[config.mk]
export PLATFORM = sky130hd
export DESIGN_NAME = sequenciador_requisicoes_flat
export DESIGN_NICKNAME = d
export VERILOG_FILES = /design/src/rtl/sequenciador_requisicoes_if.sv /design/src/rtl/sequenciador_requisicoes.sv /design/src/flat_wrapper.sv
export SDC_FILE = /design/constraint.sdc
export NUM_CORES = 1
export LEC_CHECK = 0
export CAP_MARGIN = 5
export CORE_ASPECT_RATIO = 0.6
export CORE_MARGIN = 5
export CORE_UTILIZATION = 25
export DETAILED_ROUTE_END_ITERATION = 7
export MAX_ROUTING_LAYER = met4
export SLEW_MARGIN = 15
export SYNTH_ARGS = -nofsm -noshare
export SYNTH_HDL_FRONTEND = slang
export SYNTH_SLANG_ARGS = --single-unit
[constraint.sdc]
create_clock -name clock -period 1.45 [get_ports clock]
set_input_delay 0.2175 -clock clock [delete_from_list [all_inputs] [get_ports clock]]
set_output_delay 0.2175 -clock clock [all_outputs]
set_load 0.02 [all_outputs]
[src/rtl/sequenciador_requisicoes_if.sv]
// Controller-side start/ready/valid handshake bundle.
// The requester uses master; the datapath controller uses slave.
interface sequenciador_requisicoes_if #(
   parameter int WIDTH = 8
);
   logic             op_ready;
   logic             op_valid;
   logic [WIDTH-1:0] op_result;
   logic             op_start;
   logic [WIDTH-1:0] op_x;

   modport master (
      input  op_ready, op_valid, op_result,
      output op_start, op_x
   );

   modport slave (
      output op_ready, op_valid, op_result,
      input  op_start, op_x
   );
endinterface

[src/rtl/sequenciador_requisicoes.sv]
// Requester for the datapath control unit: issues one operand,
// waits for the result pulse and hands it downstream.
module sequenciador_requisicoes #(
   parameter int WIDTH   = 8,
   parameter int TIMEOUT = 15,
   parameter int CW      = 4
) (
   input  logic             clock,
   input  logic             reset,
   input  logic             in_valid,
   input  logic [WIDTH-1:0] in_x,
   output logic             in_ready,
   sequenciador_requisicoes_if.master ctl,
   output logic             out_valid,
   output logic [WIDTH-1:0] out_result,
   input  logic             out_ready,
   output logic             busy,
   output logic [CW-1:0]    lat,
   output logic             err,
   input  logic             clear_err
);

   typedef enum logic [1:0] {
      IDLE  = 2'd0,
      ISSUE = 2'd1,
      WAIT  = 2'd2,
      DRAIN = 2'd3
   } state_t;

   localparam logic [CW-1:0] TO = CW'(TIMEOUT);

   state_t           state, state_nxt;
   logic [CW-1:0]    counter;
   logic [CW-1:0]    cnt_inc;
   logic [WIDTH-1:0] op_x_q;
   logic             capture, start, done, tmo, drained, err_set;

   assign cnt_inc = counter + CW'(1);
   assign ctl.op_x = op_x_q;
   assign busy = (state != IDLE);

   always_comb begin
      state_nxt    = state;
      capture      = 1'b0;
      start        = 1'b0;
      done         = 1'b0;
      tmo          = 1'b0;
      drained      = 1'b0;
      in_ready     = (state == IDLE);
      ctl.op_start = (state == ISSUE) && ctl.op_ready;
      unique case (state)
         IDLE: if (in_valid) begin
            capture   = 1'b1;
            state_nxt = ISSUE;
         end
         ISSUE: if (ctl.op_ready) begin
            start     = 1'b1;
            state_nxt = WAIT;
         end
         WAIT: if (ctl.op_valid) begin
            done      = 1'b1;
            state_nxt = DRAIN;
         end else if (cnt_inc == TO) begin
            tmo       = 1'b1;
            state_nxt = IDLE;
         end
         DRAIN: if (out_ready) begin
            drained   = 1'b1;
            state_nxt = IDLE;
         end
      endcase
      // a result pulse outside WAIT is a protocol violation
      err_set = tmo || (ctl.op_valid && (state != WAIT));
   end

   always_ff @(posedge clock) begin
      if (reset) begin
         state      <= IDLE;
         op_x_q     <= '0;
         out_result <= '0;
         lat        <= '0;
         counter    <= '0;
         out_valid  <= 1'b0;
         err        <= 1'b0;
      end else begin
         state <= state_nxt;
         if (capture)
            op_x_q <= in_x;
         if (start)
            counter <= '0;
         else if (state == WAIT)
            counter <= cnt_inc;
         if (done) begin
            out_result <= ctl.op_result;
            out_valid  <= 1'b1;
            lat        <= cnt_inc;
         end else if (drained) begin
            out_valid <= 1'b0;
         end
         if (err_set)
            err <= 1'b1;
         else if (clear_err)
            err <= 1'b0;
      end
   end

endmodule

[src/flat_wrapper.sv]
// flat-port wrapper written by rule: the top's interface ports become plain ports
module sequenciador_requisicoes_flat 
#(
   parameter int WIDTH   = 8,
   parameter int TIMEOUT = 15,
   parameter int CW      = 4
)
  (clock, reset, in_valid, in_x, in_ready, out_valid, out_result, out_ready, busy, lat, err, clear_err, ctl_op_ready, ctl_op_valid, ctl_op_result, ctl_op_start, ctl_op_x);
  sequenciador_requisicoes_if #(.WIDTH(WIDTH)) ctl_i ();
  input  logic clock;
  input  logic reset;
  input  logic in_valid;
  input  logic [WIDTH-1:0] in_x;
  output logic in_ready;
  output logic out_valid;
  output logic [WIDTH-1:0] out_result;
  input  logic out_ready;
  output logic busy;
  output logic [CW-1:0] lat;
  output logic err;
  input  logic clear_err;
  input wire logic [$bits(ctl_i.op_ready)-1:0] ctl_op_ready;
  input wire logic [$bits(ctl_i.op_valid)-1:0] ctl_op_valid;
  input wire logic [$bits(ctl_i.op_result)-1:0] ctl_op_result;
  output wire logic [$bits(ctl_i.op_start)-1:0] ctl_op_start;
  output wire logic [$bits(ctl_i.op_x)-1:0] ctl_op_x;
  assign ctl_i.op_ready = ctl_op_ready;
  assign ctl_i.op_valid = ctl_op_valid;
  assign ctl_i.op_result = ctl_op_result;
  assign ctl_op_start = ctl_i.op_start;
  assign ctl_op_x = ctl_i.op_x;
  sequenciador_requisicoes #(.WIDTH(WIDTH), .TIMEOUT(TIMEOUT), .CW(CW)) u_core (.clock(clock), .reset(reset), .in_valid(in_valid), .in_x(in_x), .in_ready(in_ready), .ctl(ctl_i), .out_valid(out_valid), .out_result(out_result), .out_ready(out_ready), .busy(busy), .lat(lat), .err(err), .clear_err(clear_err));
endmodule
After elaboration in Yosys (flattened, before gate mapping). Cells that the tools add are included.

Output and inout bits: 25. Flip-flop bits (word level): 28. Word-level logic and storage cells: 47. Input port bits: 23.

Muxes and demuxes: 21. Equal/unequal tests: 9. $add $sub $neg: 1. Reduce and logical (&&, ||, !) cells: 9.

Operators by type and width (count): two-way mux 1 bit (15); two-way mux 2 bit (5); != test 2 bit (second input constant) (4); one-hot mux 2 bit (4 select lines) (1); nonzero test 2 bit (3); adder 4 x 1 -> 4 bit (second input constant) (1); == test 2 bit (second input constant) (2); == test 4 bit (second input constant) (1); AND reduction 4 bit (1); != test 3 x 2 -> 1 bit (second input constant) (1); == test 2 x 1 -> 1 bit (second input constant) (1); logical AND 1 bit (2); logical NOT 2 bit (1); OR reduction 2 bit (1); logical OR 1 bit (1).

Logic depth before layout (Yosys ltp). Gate-level depths: netlist (run 1).

Depth after elaboration: 7. Depth in mapped cells: 5. Gate-level depth less buffers: 5.

Worst setup path after synthesis (run 1). Ideal clock, no wire load.

Path type: register to register. Start point: reg u_core.counter[0]. End point: reg u_core.err. Cell stages (with the launch flop): 6. Path buffers: 0. Required time: 1.328 ns. Data arrival time: 1.145 ns. Path slack: 0.183 ns. Setup time: 0.122 ns. Clock period less this slack: 1.267 ns. Cells stage by stage: dfxtp_1 -> inv_1 -> ha_1 -> nand4b_1 -> o21ai_1 -> o311a_1.

Longest elaborated chain between the ends: 7. Elaborated cells on any way between the ends: 8. Those cells by class: add/sub: 1; eq/ne: 1; mux: 4; reduce/logical: 2.

Ends and longest elaborated chain: from (decl) (RTL line sequenciador_requisicoes.sv:33) `logic [CW-1:0] counter;`; from (signal assigned) (RTL line sequenciador_requisicoes.sv:92) `counter <= cnt_inc;`; adder 4 x 1 -> 4 bit * (RTL line sequenciador_requisicoes.sv:38) `assign cnt_inc = counter + CW'(1);`; named net u_core.cnt_inc[0] (RTL line sequenciador_requisicoes.sv:34) `logic [CW-1:0] cnt_inc;`; == test 4 bit * (RTL line sequenciador_requisicoes.sv:63) `end else if (cnt_inc == TO) begin`; two-way mux 1 bit * (RTL line sequenciador_requisicoes.sv:63); two-way mux 1 bit * (RTL line sequenciador_requisicoes.sv:60) `WAIT: if (ctl.op_valid) begin`; two-way mux 1 bit * (RTL line sequenciador_requisicoes.sv:51) `unique case (state)`; logical OR 1 bit * (RTL line sequenciador_requisicoes.sv:73) `err_set = tmo || (ctl.op_valid && (state != WAIT));`; two-way mux 1 bit or nonzero test 2 bit (tied branches); to (signal assigned) (RTL line sequenciador_requisicoes.sv:84) `err <= 1'b0;`; to (signal assigned) (RTL line sequenciador_requisicoes.sv:101) `err <= 1'b1;`; to (signal assigned) (RTL line sequenciador_requisicoes.sv:103) `err <= 1'b0;`; to (decl) (RTL line sequenciador_requisicoes.sv:19) `output logic err,`.

The timed path passes the listed nets; every way through them passes the cells marked *. A chain may end at the register's enable or synchronous reset.

Worst setup path after layout (run 1).
Start point: reg u_core.counter[1]. End point: reg u_core.err.

Longest elaborated chain between the ends: 7. Elaborated cells on any way between the ends: 8. Those cells by class: add/sub: 1; eq/ne: 1; mux: 4; reduce/logical: 2.

Ends and longest elaborated chain (RTL line): adder 4 x 1 -> 4 bit * (sequenciador_requisicoes.sv:38); == test 4 bit * (sequenciador_requisicoes.sv:63); two-way mux 1 bit * (sequenciador_requisicoes.sv:63); two-way mux 1 bit * (sequenciador_requisicoes.sv:60); two-way mux 1 bit * (sequenciador_requisicoes.sv:51); logical OR 1 bit * (sequenciador_requisicoes.sv:73); two-way mux 1 bit or nonzero test 2 bit (tied branches).

Mark *: on every way between the ends. The rest lies on a longest branch, timed or not.

==> flow_metrics.py, run 1 <==
metrics = {
    "power": {
        "p_total_mw": 1.842,
        "vdd_ir_drop_max_mv": 0.4618,
        "total_leakage_power_nw": 0.8528,
        "p_per_area_nw_per_um2": 981.6,
    },
    "job": {
        "drv_cap": 0,
    },
    "synthesis": {
        "synth_most_common_cell": "dfxtp_1",
        "synth_top_area_share_pct": 45.62,
        "ys.flop_type": "dfxtp_1",
        "yosysSeqAreaShare_pct": 45.62,
        "synth_cell_types": 34,
        "ys_top_cells_by_count": "dfxtp_1, nand2_1, nor2_1",
        "yosysWarnings": 0,
        "syn_area_um2": 1229,
        "synth_edf_count": 0,
        "synthArstFlopShare_pct": 0,
        "synth_seq_cells": 28,
        "synth_area_leader_cell": "dfxtp_1",
        "postSynthCellCount": 133,
        "syn-num-nets": 158,
        "syn_area_per_cell_um2": 9.238,
        "yosys-top-cells-area": "dfxtp_1, mux2i_1, nand2_1",
    },
    "route": {
        "vias_per_cell": 4.317,
        "initialDrtViolationCount": 17,
        "vias": 1088,
        "wirelength_um": 3243,
        "drc": 0,
        "wire_per_inst_um": 12.87,
        "first_pass_iters": 4,
        "ant_nets": 0,
    },
    "critical_path": {
        "r2r_cells": 4,
        "path_class": "reg -> reg",
        "cp-start-kind": "flop",
        "slowest_stage": "dfxtp_1",
        "path_delay_family": "flip-flops",
        "crit_fanout": 6,
        "slowest_delay_ns": 0.45,
        "required_ns": 1.61,
        "cp_num_buf_inv": 0,
        "worstReg2RegStart": "u_core.counter[1]$_SDFFE_PP0N_",
        "critPathArrivalTime_ns": 1.53,
        "rrSetupSlack_ns": 0.08,
        "r2r-end": "u_core.err$_SDFFE_PP0P_",
        "path_cells": "ha_2 > nand4bb_1 > a21oi_1 > o311a_1",
        "crit_path_end_kind": "flop",
    },
    "placed_design": {
        "place_congestion": 0.8036,
        "port_buffers": 47,
        "pre_cts_slack_ns": -0.3680,
        "hpwlAfterDp_um": 2492,
    },
    "timing": {
        "worst_pin_slew_ns": 0.3068,
        "drv_slew": 0,
        "finalCriticalPeriod_ns": 1.369,
        "timing.final.ws_setup_ns": 0.08060,
        "fin_crit_sh_pct": 94.44,
        "hold_viol": 0,
        "fin_setup_tns_ns": 0,
        "setup_viol": 0,
        "rsz0062_at_grt": "false",
        "fmax_mhz": 730.2,
        "fin_worst_skew_ns": 0.01405,
        "max-slew-margin-rel_pct": 79.55,
    },
    "hold_path": {
        "min_from": "u_core.out_result[4]$_SDFFE_PP0P_",
        "whs_path_depth": 2,
        "min_path_type": "reg -> reg",
        "holdPathEnd": "u_core.out_result[4]$_SDFFE_PP0P_",
    },
    "global_route": {
        "grt_busiest_layer": "met1",
        "grt_pass1_wl_um": 5078,
        "grtUsageMet3_pct": 4.674,
        "grt.total_usage_pct": 10.08,
        "antenna_found_initial": 0,
        "grt_use_met1_pct": 14.68,
        "grt_max_degree": 18,
        "grt_pass1_vias": 1065,
        "met2_usage_pct": 12.79,
        "grt-ovfl-total": 0,
    },
    "die": {
        "die_h_um": 64.31,
        "start_util_pct": 26.37,
        "die_area_um2": 6463,
        "ios": 48,
        "fp-row-count": 19,
        "die_w_um": 100.5,
        "core_area_um2": 4659,
    },
    "clock_network": {
        "cts_buffer_depth": 2,
        "cts_tree": "built",
        "root_buffer": "clkbuf_8",
        "clk_latency_ns": 0.28,
        "hold_buffers": 0,
        "cts_sinks": 28,
        "numCtsBuffers": 3,
        "clk_pin_slew_ns": 0.10,
        "cts_htree_levels": 1,
    },
    "finish": {
        "drive_above_1_share_pct": 14.29,
        "n_fill_cell": 486,
        "regArea_um2": 560.5,
        "syn_to_final_growth_pct": 52.75,
        "fin_nets": 215,
        "multiInputGateArea_um2": 594.3,
        "num_antenna_cells": 0,
    },
    "status": {
        "status": "completed",
    },
}
## routing by layer
metal  wire [µm]  share of wire (%)  vias to the layer above
li1            -                  -                      563
met1        1783                 55                      488
met2        1184                 37                       37
met3         275                8.5                        0
met4           0                  0                        0
met5           0                  0                        -
## logic make-up (layout without fill, tap and decap cells)
group,after synthesis,after routing,share of synthesized area (%)
adders and majority gates,2,2,2.036
muxes,9,9,7.332
AOI/OAI and AO/OA,26,26,14.66
buffers and inverters,12,68,6.415
xor gates and xnor gates,3,3,2.139
and+or+nand+nor,53,53,21.79
DFF,28,28,45.62
## worst min-delay path, cell delays in order, from the launching register on
cell and delay [ns]:
dfxtp_1 0.32, nand2_1 0.05, a21oi_1 0.05
## power breakdown
group	leakage, nW	internal [mW]	total, mW	switching, mW
clock network	0.0357	0.370	0.610	0.241
logic	0.589	0.200	0.392	0.193
registers	0.228	0.812	0.839	0.0275
total	0.853	1.38	1.84	0.461
## metrics by stage
stage / util [%] / hold slack [ns] / instances / instance area (µm²)
after floorplan: - / 0.3535 / 133 / 1229
final: 40.28 / 0.4620 / 252 / 1877
after CTS: 40.20 / 0.4664 / 252 / 1873
after global routing: 40.28 / 0.4948 / 252 / 1877
after global placement: 39.15 / 0.4441 / 248 / 1824
after detailed placement: 39.15 / 0.4516 / 248 / 1824
## what timing repair did
item,4_1_cts,5_1_grt
endpoints found under the setup margin,22,5
gates resized for setup,25,5
buffers inserted,0,0
## worst max path at each step
stage | cells past startpoint | endpoint | from
CTS | 1 | out_result[5] | u_core.out_result[5]$_SDFFE_PP0P_
global placement | 4 | ctl_op_start | ctl_op_ready
global route | 5 | u_core.out_result[3]$_SDFFE_PP0P_ | u_core.state[1]$_SDFFE_PP0P_
floorplan | 5 | u_core.err$_SDFFE_PP0P_ | u_core.counter[0]$_SDFFE_PP0N_
finish | 4 | u_core.err$_SDFFE_PP0P_ | u_core.counter[1]$_SDFFE_PP0N_
detailed placement | 4 | ctl_op_start | ctl_op_ready
## cell usage in the layout (no fill, tap or decap), types with 3 or more instances in the layout
| cell | instances |
|---|---|
| mux2i_1 | 9 |
| clkbuf_8 | 3 |
| a211oi_2 | 3 |
| dfxtp_1 | 28 |
| a21oi_1 | 13 |
| inv_1 | 4 |
| buf_4 | 12 |
| dlymetal6s2s_1 | 3 |
| a211oi_1 | 3 |
| nand2_1 | 20 |
| nor2_1 | 16 |
| clkdlybuf4s50_1 | 22 |
| dlygate4sd2_1 | 21 |
## sequential cells by signal, indices dropped and copies added, names as in the netlist
register	cells
u_core.counter	4
u_core.ctl.op_x	8
u_core.err	1
u_core.lat	4
u_core.out_result	8
u_core.out_valid	1
u_core.state	2
## cell type report
type / instances / share of cell area (%)
Multi-Input combinational cell: 93 / 31.67
Sequential cell: 28 / 29.87
Tap cell: 63 / 4.200
Clock inverter: 1 / 1.600
Inverter: 4 / 0.8000
Timing Repair Buffer: 60 / 29.67
Clock buffer: 3 / 2.200
No activity file was read; power rests on OpenSTA's default activity.
==> run 2: changes to the inputs <==
--- a/config.mk
+++ b/config.mk
@@ -9,6 +9,7 @@
 export CORE_ASPECT_RATIO = 0.6
 export CORE_MARGIN = 5
 export CORE_UTILIZATION = 25
+export CTS_CLUSTER_DIAMETER = 30
 export DETAILED_ROUTE_END_ITERATION = 7
 export MAX_ROUTING_LAYER = met4
 export SLEW_MARGIN = 15
==> results of run 2 <==
Final layout, timing and power as in run 1 (identical DEF).
==> patch 1, RTL diff (config.mk and constraints of run 1) <==
`CW` is set to 4 in 2 places; all go to 8.
--- a/src/rtl/sequenciador_requisicoes.sv
+++ b/src/rtl/sequenciador_requisicoes.sv
@@ -3,7 +3,7 @@
 module sequenciador_requisicoes #(
    parameter int WIDTH   = 8,
    parameter int TIMEOUT = 15,
-   parameter int CW      = 4
+   parameter int CW      = 8
 ) (
    input  logic             clock,
    input  logic             reset,
--- a/src/flat_wrapper.sv
+++ b/src/flat_wrapper.sv
@@ -3,7 +3,7 @@
 #(
    parameter int WIDTH   = 8,
    parameter int TIMEOUT = 15,
-   parameter int CW      = 4
+   parameter int CW      = 8
 )
   (clock, reset, in_valid, in_x, in_ready, out_valid, out_result, out_ready, busy, lat, err, clear_err, ctl_op_ready, ctl_op_valid, ctl_op_result, ctl_op_start, ctl_op_x);
   sequenciador_requisicoes_if #(.WIDTH(WIDTH)) ctl_i ();
Ports: changed (resized lat); port bits go from 48 to 52. No check against the original RTL was run, so the function may have changed too.
==> patch 1 against run 1 <==
  * The flow now finishes with violations (setup timing)
  * Area after synthesis is 30% higher
  * Total power up 31%
  * Sequential cell count grew 8
  * Design area grew 36%
  * Wire length rose by 40%
  * Via count grew 41%
  * Setup slack got worse by 0.10 ns
  * Global-route usage up 0.87 points
  * Non-clock buffer count increased by 20
  * First-iteration DRC count grew to 5.2 times the old value
  * Critical endpoint unchanged
==> patch 1: results (changes against run 1) <==
Vias/cell=4.51 (+4.4%); Seq area share=28.8% (-1.0 points); Compound-Gate Fraction of Synth Area=15.8% (+1.1 points); final setup vio count=2 (+2); largest net degree at the start of global routing=23 (+5); post-synthesis sequential area ratio=45.3% (-0.34 points); Num CTS Buffers=5 (+2); Worst Skew=0.00542 ns (-0.00863 ns); WL met1=2390 um (+34%); largest fanout on the critical path=4 (-2); GRT met1 Usage=15.7% (+1.0 points); Least-Margin Pin Slew=0.326 ns (+0.0188 ns); #MultiIn Comb=127 (+37%); multi-input logic area=872 um2 (+47%); Buffers excl. clock=80 (+33%); min-delay src=u_core.out_result[6]$_SDFFE_PP0P_; share of cells above drive strength 1=25.4% (+11 points); post-CTS resize count=37 (+48%); failing checks=setup timing; Comb power frac=19.7% (-1.6 points); Post-Synth XOR/XNOR Area=2.75% (+0.61 points); peak supply drop=393 uV (-15%); Setup Fix Bufs, Post-CTS=2 (+2); worst setup margin=-0.0191 ns (-0.0997 ns); Filler cells=643 (+32%); pre-CTS setup slack=-0.288 ns (+0.0797 ns); library cells used by synthesis=37 (+8.8%); Seq pwr share=44.2% (-1.4 points); grt met2 use=14.0% (+1.3 points); status=finished with violations; Signal inverters=5 (+1); Max Used Layer=met4; Reg2Reg Setup Slack=-0.02 ns (-0.10 ns); CTS sink cnt=36 (+29%); port bufs=51 (+8.5%); area share of the largest cell type after synthesis=45.3% (-0.34 points); Synth top cells by count=dfxtp_1, nand2_1, nor2_1, a21oi_1, mux2i_1; Met2 Routed Length=1750 um (+47%)
patch 1: changes by cell type in the layout (fill, tap and decap cells not counted), moves of 3 or more:
| cell | before | now |
|---|---|---|
| buf_6 | 0 | 4 |
| dfxtp_4 | 0 | 3 |
| o21ai_0 | 1 | 7 |
| dfxtp_2 | 0 | 4 |
| dlygate4sd2_1 | 21 | 24 |
| or4_4 | 0 | 3 |
| o31ai_1 | 0 | 3 |
| a31oi_1 | 0 | 3 |
| buf_4 | 12 | 24 |
| nand3b_1 | 2 | 6 |
patch 1: metrics by stage:
| stage | std cells | instance area, um2 | total power [mW] |
|---|---|---|---|
| finish | 340 | 2560 | 2.42 |
| CTS | 335 | 2460 | 2.43 |
| floorplan | 177 | 1600 | 1.31 |
| global placement | 325 | 2350 | 1.56 |
| global route | 340 | 2560 | 2.54 |
| detailed placement | 325 | 2350 | 1.57 |
patch 1: critical path, cell delays in order (launching register included):
cell	delay, ns
dfxtp_4	0.37
ha_4	0.16
or4bb_1	0.50
a211oi_2	0.21
o311a_1	0.18
==> patch 2, RTL diff (config.mk and constraints of run 1) <==
Made on the original files. Put one more register stage on the output `err`. The value now appears one clock later. The other outputs are not delayed to match.
--- a/src/rtl/sequenciador_requisicoes.sv
+++ b/src/rtl/sequenciador_requisicoes.sv
@@ -28,6 +28,8 @@
    } state_t;
 
    localparam logic [CW-1:0] TO = CW'(TIMEOUT);
+
+   logic err_s0;
 
    state_t           state, state_nxt;
    logic [CW-1:0]    counter;
@@ -81,7 +83,7 @@
          lat        <= '0;
          counter    <= '0;
          out_valid  <= 1'b0;
-         err        <= 1'b0;
+         err_s0     <= 1'b0;
       end else begin
          state <= state_nxt;
          if (capture)
@@ -98,10 +100,14 @@
             out_valid <= 1'b0;
          end
          if (err_set)
-            err <= 1'b1;
+            err_s0 <= 1'b1;
          else if (clear_err)
-            err <= 1'b0;
+            err_s0 <= 1'b0;
       end
+   end
+
+   always_ff @(posedge clock) begin
+      err <= err_s0;
    end
 
 endmodule
Function: changed (Yosys sat finds a counterexample within 4 cycles, from zero or initial values and one cycle with reset high).
==> patch 2 against run 1 <==
  * Worst hold slack got worse by 0.12 ns
  * Wire length decreased by 0.37%
  * Count of clock-buffer cells in the layout increased by 3
  * Total power up 2.9%
  * Sequential cell count is 1 higher
  * First-iteration DRC count increased to 3.2 times the old value
  * Setup slack worse by 0.017 ns
  * Clock power grew 3%
  * Critical path depth decreased by 3
  * Combinational power increased by 2%
  * Design area is 2.7% higher
  * Area after synthesis is 1.6% higher
==> patch 2: results (changes against run 1) <==
status=complete, no violations; syn avg cell area=9.32 um2 (+0.87%); drt total wl=3230 um (-0.37%); tightest hold margin=0.346 ns (-0.116 ns); mux share of post-synthesis cell area=7.21% (-0.12 points); WP data arrival=1.17 ns (-0.36 ns); Seq area share=30.1% (+0.26 points); Synth top cells by count=dfxtp_1, nand2_1, nor2_1, a21oi_1, mux2i_1; Hold Path Stages=0 (-2); Filler cells=498 (+2.5%); peak supply drop=498 uV (+7.7%); Clock buf/inv share=4.29% (+0.49 points); Num CTS Buffers=5 (+2); pre-CTS setup slack=-0.369 ns (-0.000722 ns); multi-input combinational area share=30.6% (-1.0 points); Syn Nets=159 (+0.63%); largest fanout on the critical path=1 (-5); Synth Cell Area=1250 um2 (+1.6%); reg2reg start=u_core.state[0]$_SDFFE_PP0P_; global-route wire length before repair=5210 um (+2.6%); post-synthesis sequential area ratio=46.5% (+0.87 points); clock buffers=6 (+3); GRT Total Usage=10.7% (+0.64 points); CTS sink cnt=29 (+3.6%); min-delay src=u_core.err_s0$_SDFFE_PP0P_; Compound-Gate Fraction of Synth Area=14.4% (-0.24 points); largest net degree at the start of global routing=14 (-4); share of cells above drive strength 1=15.4% (+1.1 points); CP max stage delay=0.59 ns (+0.14 ns); wire per inst=12.5 um (-2.7%); Buffers excl. clock=61 (+1.7%)
==> patch 2: power by group <==
| part | switching [mW] | total [mW] | leakage (nW) | internal (mW) |
|---|---|---|---|---|
| clock | 0.296 | 0.627 | 0.0450 | 0.331 |
| sequential | 0.0258 | 0.869 | 0.236 | 0.843 |
| combinational | 0.192 | 0.400 | 0.681 | 0.208 |
| total | 0.514 | 1.90 | 0.962 | 1.38 |
==> patch 2: what timing repair did <==
item | in CTS | in global routing
setup endpoints to repair | 14 | 16
endpoints found under the hold margin | 0 | 0
gates resized for setup | 17 | 11
==> patch 2: worst max-delay path by stage <==
stage	from	endpoint	slack, ns	cells past startpoint
2_1_floorplan	u_core.counter[0]$_SDFFE_PP0N_	u_core.err_s0$_SDFFE_PP0P_	0.19	5
3_3_place_gp	ctl_op_ready	ctl_op_start	-0.31	4
3_5_place_dp	ctl_op_ready	ctl_op_start	-0.37	4
4_1_cts	u_core.ctl.op_x[5]$_SDFFE_PP0P_	ctl_op_x[5]	0.0003	1
5_1_grt	u_core.err$_DFF_P_	err	0.01	1
6_report	u_core.err$_DFF_P_	err	0.06	1
==> patch 2: layer usage <==
layer	global-route usage, %	share of wire [%]	vias up
met4	4.48	0.90	0
met5	-	0	-
met1	14.5	53	461
met3	4.93	9.1	2
li1	-	-	577
met2	13.4	37	42
==> patch 2: kinds of logic (layout without fill, tap and decap cells) <==
kind of cell / Yosys count / in the layout
simple gates: 53 / 53
flops: 29 / 29
compound gates: 26 / 26
buf+inv: 12 / 73
mux: 9 / 9
xor+xnor: 3 / 3
fa+ha+maj: 2 / 2
